`src/rtl/f1_start_controller.sv`:
```
// Start sequencer for the F1 start-lights FSM: paces the light build-up, inserts a
// pseudo-random all-lights-on hold, then times the driver's reaction or flags a jump start.
module f1_start_controller #(
  parameter int unsigned TICK_DIV        = 1000,
  parameter int unsigned DELAY_MIN       = 4,
  parameter int unsigned DELAY_RAND_BITS = 4,
  parameter int unsigned MS_DIV          = 100,
  parameter int unsigned TIME_W          = 16
) (
  input  logic              clk,
  input  logic              rst_n,
  input  logic              start,
  input  logic              react,
  input  logic              cmd_seq,
  input  logic              cmd_delay,
  output logic              lights_trigger,
  output logic              lights_en,
  output logic [TIME_W-1:0] reaction_time,
  output logic              time_valid,
  output logic              jump_start,
  output logic              busy
);

  localparam int unsigned TICK_W = (TICK_DIV > 1) ? $clog2(TICK_DIV) : 1;
  localparam int unsigned SUB_W  = (MS_DIV > 1) ? $clog2(MS_DIV) : 1;
  localparam int unsigned DLY_W  = $clog2(DELAY_MIN + (1 << DELAY_RAND_BITS) + 1);

  localparam logic [TICK_W-1:0] TICK_LAST = TICK_W'(TICK_DIV - 1);
  localparam logic [SUB_W-1:0]  SUB_LAST  = SUB_W'(MS_DIV - 1);
  localparam logic [TIME_W-1:0] TIME_MAX  = '1;

  localparam logic [2:0] S_IDLE   = 3'd0;
  localparam logic [2:0] S_SEQ    = 3'd1;
  localparam logic [2:0] S_DELAY  = 3'd2;
  localparam logic [2:0] S_TIMING = 3'd3;
  localparam logic [2:0] S_DONE   = 3'd4;
  localparam logic [2:0] S_FAULT  = 3'd5;

  logic [2:0]        r_state;
  logic [6:0]        r_lfsr;
  logic              r_react_q;
  logic [TICK_W-1:0] r_tick;
  logic [DLY_W-1:0]  r_dly;
  logic [SUB_W-1:0]  r_sub;
  logic [TIME_W-1:0] r_time;
  logic [TIME_W-1:0] r_reaction_time;
  logic              r_time_valid;
  logic              r_jump_start;

  logic              w_react_rise;
  logic              w_tick_wrap;
  logic              w_accept;
  logic              w_seq_step;
  logic              w_delay_done;
  logic [DLY_W-1:0]  w_hold;
  logic              w_unused;

  assign w_unused     = cmd_seq;
  assign w_react_rise = react & ~r_react_q;
  assign w_tick_wrap  = (r_tick == TICK_LAST);
  assign w_accept     = (r_state == S_IDLE) | (r_state == S_DONE) | (r_state == S_FAULT);
  assign w_hold       = DLY_W'(DELAY_MIN) + DLY_W'(r_lfsr[DELAY_RAND_BITS-1:0]);

  // Build-up steps stop once the lights FSM reports all-on, so the SEQ->DELAY
  // cycle never carries a step.
  assign w_seq_step   = (r_state == S_SEQ) & w_tick_wrap & ~cmd_delay;
  assign w_delay_done = (r_state == S_DELAY) & w_tick_wrap & (r_dly <= DLY_W'(1));

  assign lights_trigger = rst_n & w_accept & start;
  assign lights_en      = ~w_react_rise & (w_seq_step | w_delay_done);
  assign busy           = (r_state == S_SEQ) | (r_state == S_DELAY) | (r_state == S_TIMING);
  assign reaction_time  = r_reaction_time;
  assign time_valid     = r_time_valid;
  assign jump_start     = r_jump_start;

  always_ff @(posedge clk or negedge rst_n) begin
    if (!rst_n) begin
      r_lfsr    <= 7'h01;
      r_react_q <= 1'b0;
    end else begin
      r_lfsr    <= {r_lfsr[5:0], r_lfsr[6] ^ r_lfsr[5]};
      r_react_q <= react;
    end
  end

  always_ff @(posedge clk or negedge rst_n) begin
    if (!rst_n) begin
      r_state         <= S_IDLE;
      r_tick          <= '0;
      r_dly           <= '0;
      r_sub           <= '0;
      r_time          <= '0;
      r_reaction_time <= '0;
      r_time_valid    <= 1'b0;
      r_jump_start    <= 1'b0;
    end else begin
      case (r_state)
        S_IDLE, S_DONE, S_FAULT: begin
          if (start) begin
            r_state      <= S_SEQ;
            r_tick       <= '0;
            r_time_valid <= 1'b0;
            r_jump_start <= 1'b0;
          end
        end

        S_SEQ: begin
          if (w_react_rise) begin
            r_state      <= S_FAULT;
            r_jump_start <= 1'b1;
            r_time_valid <= 1'b0;
          end else if (cmd_delay) begin
            r_state <= S_DELAY;
            r_tick  <= '0;
            r_dly   <= w_hold;
          end else begin
            r_tick <= w_tick_wrap ? '0 : r_tick + 1'b1;
          end
        end

        S_DELAY: begin
          // A press coinciding with the lights-out step still counts as a jump start.
          if (w_react_rise) begin
            r_state      <= S_FAULT;
            r_jump_start <= 1'b1;
            r_time_valid <= 1'b0;
          end else begin
            r_tick <= w_tick_wrap ? '0 : r_tick + 1'b1;
            if (w_tick_wrap) begin
              if (r_dly <= DLY_W'(1)) begin
                r_state <= S_TIMING;
                r_time  <= '0;
                r_sub   <= '0;
              end else begin
                r_dly <= r_dly - 1'b1;
              end
            end
          end
        end

        S_TIMING: begin
          if (w_react_rise) begin
            r_state         <= S_DONE;
            r_reaction_time <= r_time;
            r_time_valid    <= 1'b1;
          end else if (r_sub == SUB_LAST) begin
            r_sub <= '0;
            if (r_time != TIME_MAX) begin
              r_time <= r_time + 1'b1;
            end
          end else begin
            r_sub <= r_sub + 1'b1;
          end
        end

        default: r_state <= S_IDLE;
      endcase
    end
  end

endmodule

```
`config.mk`:
```
export PLATFORM = sky130hd
export DESIGN_NAME = f1_start_controller
export DESIGN_NICKNAME = d
export VERILOG_FILES = /design/src/rtl/f1_start_controller.sv
export SDC_FILE = /design/constraint.sdc
export NUM_CORES = 1
export LEC_CHECK = 0
export BUFFER_PORTS_ARGS = -buffer_cell sky130_fd_sc_hd__buf_2
export CORE_AREA = 2 2 58 114
export DETAILED_ROUTE_END_ITERATION = 6
export DIE_AREA = 0 0 60 116
export GPL_ROUTABILITY_DRIVEN = 0
export GPL_TIMING_DRIVEN = 0
export MAX_ROUTING_LAYER = met4
export PLACE_DENSITY_LB_ADDON = 0.3
export SYNTH_ARGS = -nofsm -noshare
export SYNTH_HDL_FRONTEND = slang
export SYNTH_SLANG_ARGS = --single-unit
```
`constraint.sdc`:
```
create_clock -name clk -period 2.5 [get_ports clk]
set_clock_uncertainty 0.2 [all_clocks]
set_input_delay 0.375 -clock clk [delete_from_list [all_inputs] [get_ports clk]]
set_output_delay 0.375 -clock clk [all_outputs]
set_load 0.005 [all_outputs]
```
Word level (Yosys, flattened, before mapping) --
Cells that the tools add are included.
Storage, ports and cells: bits in registers 67, input port bits 6, output and inout port bits 21, logic and storage cells 110
Cells by class: $add $sub $neg 5, $lt $le $gt $ge 1, equality and inequality tests 23, muxes and demuxes 38, bitwise operators 17, reduce and logical (&&, ||, !) cells 16
Operator list (number):
- $mux 16 | 6
- $mux 10 | 5
- $mux 7 | 5
- $pmux 16 s2 | 1
- $pmux 10 s3 | 1
- $mux 5 | 5
- $mux 3 | 7
- $add 16x1->16 const B | 1
- $ne 16x16->1 const B | 1
- $ne 2x2->1 const B | 8
- $pmux 7 s2 | 1
- $pmux 3 s4 | 1
- $add 10x1->10 const B | 1
- $eq 10x10->1 const B | 1
- $pmux 5 s2 | 1
- $reduce_and 5->1 | 2
- $and 1x1->1 | 8
- $ne 2x1->1 const B | 4
- $reduce_and 4->1 | 2
- $add 7x1->7 const B | 1
- $eq 7x7->1 const B | 1
- $reduce_and 7->1 | 1
- $eq 3x2->1 const B | 2
- $eq 3x3->1 const B | 2
- other kinds (20) | 32

Longest topological paths before layout --
depth after elaboration 5, depth in mapped cells 7, mapped depth without buffers 6

Worst setup path after synthesis --
Ideal clock, no wire load.
path type register -> register, start point register r_sub[3], end point register r_time[0], library setup time 0.125 ns, arrival 1.767 ns, data required time 2.175 ns, slack 0.408 ns, stages on the path, launching flop included 6, path buffers 0, clock period less this slack 2.092 ns, path through dfrtp_1 or4b_4 or2_4 a21oi_4 o21ai_1 mux2_2
On the way: longest elaborated chain between the ends 3
Ends and longest elaborated chain:
- start: declaration | line 44 | logic [SUB_W-1:0] r_sub;
- start signal: assignment | line 152 | r_sub <= r_sub + 1'b1;
- $eq 7x7->1 | line 146 | end else if (r_sub == SUB_LAST) begin
- $ne 2x1->1 (no source line)
- $reduce_and 7->1 (no source line)
- end signal: assignment | line 149 | r_time <= r_time + 1'b1;
- end: declaration | line 45 | logic [TIME_W-1:0] r_time;
Every way passes these cells. A chain may end at the register's enable or synchronous reset.

Worst setup path in the final report --
start point register r_time[0], end point register r_time[2]
On the way: longest elaborated chain between the ends 5, elaborated cells on any way between the ends 8, classes of those cells add/sub: 1; eq/ne: 2; mux: 4; reduce/logical: 1
Ends and longest elaborated chain:
- $add 16x1->16 | line 149
- $mux 16 | line 148 | if (r_time != TIME_MAX) begin
- $mux 16 | line 146
- $mux 16 | line 142 | if (w_react_rise) begin
- $pmux 16 s2 | line 97 | case (r_state)
Parallel ways exist; a longest one is shown, timed or not. The select of a mux whose other input is x is not followed.

==> run summary <==
Vias in the first global route: 2823
Die H: 116 um
Power Density: 885 nW/um^2
CP Launch Type: flop
Dominant synthesized flop cell: dfrtp_1
CTS tree: done
Post-Layout Inst Area: 4070 um^2
Crit path kind: flop to flop
Final routed DRC violation total: 0
Post-Synthesis Cell Area: 3530 um^2
VDD IR max: 0.636 mV
# Max-Cap Violations: 0
Site Rows: 40
Final Critical Period: 2360 ps
Status: finished with violations
Reg2Reg Depth: 6
Post-synth top cells: dfrtp_1, nand2_1, o21ai_0
Failing checks: negative hold slack
RSZ-0062 raised after global routing: false
Max Clk Rate: 424 MHz
Final Hold Fails: 66
Antenna violations before repair: 0
Drt pass-1 iters: 4
Crit path DAT: 2370 ps
Worst hold path type: input port to asynchronous set/reset pin
Mapped Nets: 369
CP Capture Type: flop
Slew @ Worst Pin: 826 ps
Worst hold margin: -55.0 ps
Post-synth EDFFs: 0
Total CTS buffers: 9
Syn Inst Count: 357
CTS clk-pin slew, worst paths: 50 ps
Routed vias/inst: 6.08
Top-count cell post-synth: dfrtp_1
DP HPWL: 5.53 mm
GRT Total Usage: 25.5%
Yosys warning count: 0
Core area: 6060 um^2
Final nets: 406
Finished Core Util: 67.3%
DIE AREA: 6960 um^2
Top cell type by total area after synthesis: dfrtp_1
Leakage Power: 1.90 nW
Max-slew headroom: 44.9%
First-pass GRT wire length: 12.9 mm
Congestion Overflow GR: 0
Vias post-DR: 2932
Diode count: 0
IO Port Bufs: 25
Share of cells above drive strength 1: 20.6%
Die Span X: 60 um
Iter 0 DRT Violations: 160
Synth top area share: 46.8%
Crit-path max FO: 4
Mean Syn Cell Area: 9.89 um^2
I/O pins: 27
Seq/Total Area, Yosys: 47.5%
Number of routed nets with antenna violations: 0
Clock sink count: 67
Flops & latches, synth: 67
Max Root-Sink Buffers: 2
Dpl cell area: 3760 um^2
Critical Path RT: 2510 ps
Synth-to-Final Area Change: 15.4%
Setup Viol. Count Final: 0
Avg WL per Cell: 16.0 um
Tcrit/Tclk final: 94.4%
Clock Tree Root: clkbuf_16
Fin. max-slew vios: 0
Pin count of the biggest net entering global routing: 69
FFs w/ async S/R, synth: 100%
Worst skew pair latency: 330 ps
H-Tree Level Count: 3
Initial Util: 58.3%
WL final: 7.73 mm
Final Power: 3.60 mW
Main area contributors after synthesis: dfrtp_1, mux2_2, nand2_1
Post-CTS setup buffer count: 0
Netlist cell types: 63
-- routing by layer --
| metal | wire, um | part of all wire [%] | global-route usage (%) | vias to the layer above |
|---|---|---|---|---|
| li1 | - | - | - | 1408 |
| met1 | 2900 | 38 | 25.6 | 1413 |
| met2 | 4270 | 55 | 44.0 | 81 |
| met3 | 273 | 3.5 | 5.92 | 30 |
| met4 | 284 | 3.7 | 13.5 | 0 |
| met5 | 0 | 0 | - | - |
-- cell usage in the layout, fill, tap and decap left out, types with 3 or more instances in the layout --
cell,n
nor2b_1,4
clkbuf_8,3
a211o_1,3
o22a_1,3
o22ai_1,4
clkbuf_1,6
and2_1,6
nand3_1,16
and3_1,12
inv_1,13
nand2_1,31
nor4_1,6
clkbuf_16,9
a31oi_1,13
a21oi_1,15
ha_1,5
mux2_2,18
a21o_1,7
nor2_1,19
buf_2,30
o21ai_0,20
o21ai_1,3
dfrtp_1,66
o31ai_1,3
nor3_1,14
or3_1,3
nand2b_1,6
-- layout make-up --
type                            count  area (um^2)
Clock inverter                      2         10.0
Clock buffer                       13          270
Fill cell                         477         1980
Sequential cell                    67         1680
Tap cell                           84          105
Inverter                           13         48.8
Multi-Input combinational cell    264         1760
Timing Repair Buffer               26          138
Buffer                             13         61.3
-- where the power goes --
part           internal (mW)  leakage (nW)  switching, mW
Clock                  0.742         0.141          0.425
Sequential              1.23         0.905          0.141
Combinational          0.397         0.851          0.665
Total                   2.37          1.90           1.23
-- final timing paths --
kind | end | slack, ps | startpoint
min in group clk | r_state[2]$_DFFE_PN0P_ | 70 | start
max in group asynchronous | reaction_time[9]$_DFFE_PN0P_ | 1620 | rst_n
hold reg to reg | r_lfsr[5]$_DFF_PN0_ | 150 | r_lfsr[4]$_DFF_PN0_
setup / recovery | r_time[2]$_DFFE_PN0P_ | 140 | r_time[0]$_DFFE_PN0P_
setup reg to reg | r_time[2]$_DFFE_PN0P_ | 140 | r_time[0]$_DFFE_PN0P_
hold / removal | r_sub[4]$_DFFE_PN0P_ | -60 | rst_n
-- repair_timing --
action | in CTS | in global routing
endpoints found under the hold margin | 67 | 0
resized for setup | 0 | 8
endpoints found under the setup margin | 0 | 26
hold buffers | 1 | 0
-- logic make-up (layout without fill, tap and decap cells) --
logic type	count (synthesis)	in the layout	synth area share (%)
flip-flops	67	67	47.5
AND/OR/NAND/NOR	140	140	21.9
multiplexers	20	20	6.34
adder cells (fa/ha/maj)	6	6	2.13
AO/OA/AOI/OAI	97	97	18.8
buffers and inverters	26	67	3.08
XOR/XNOR	1	1	0.248
-- metrics by stage --
| stage | setup TNS [ps] | worst slack [ps] | instances |
|---|---|---|---|
| finish | 0 | 140 | 482 |
| global route | 0 | 9.48 | 482 |
| CTS | 0 | 77.1 | 482 |
| detailed placement | 0 | 31.0 | 466 |
| global placement | -14.5 | -14.5 | 466 |
| floorplan | 0 | 408 | 357 |
-- flip-flops by register name, indices dropped and copies added, names as in the netlist --
name,count
r_lfsr,7
r_sub,7
r_react_q,1
reaction_time,16
r_dly,5
time_valid,1
r_time,16
r_state,3
jump_start,1
r_tick,10
-- worst max-delay path, stage by stage, from the launching register on --
cell and delay (ps):
dfrtp_1 390, ha_1 220, nand3_1 200, nor4_2 570, a211oi_2 240, and3b_1 220, a211o_1 220
(Power assumes the default switching activity.)
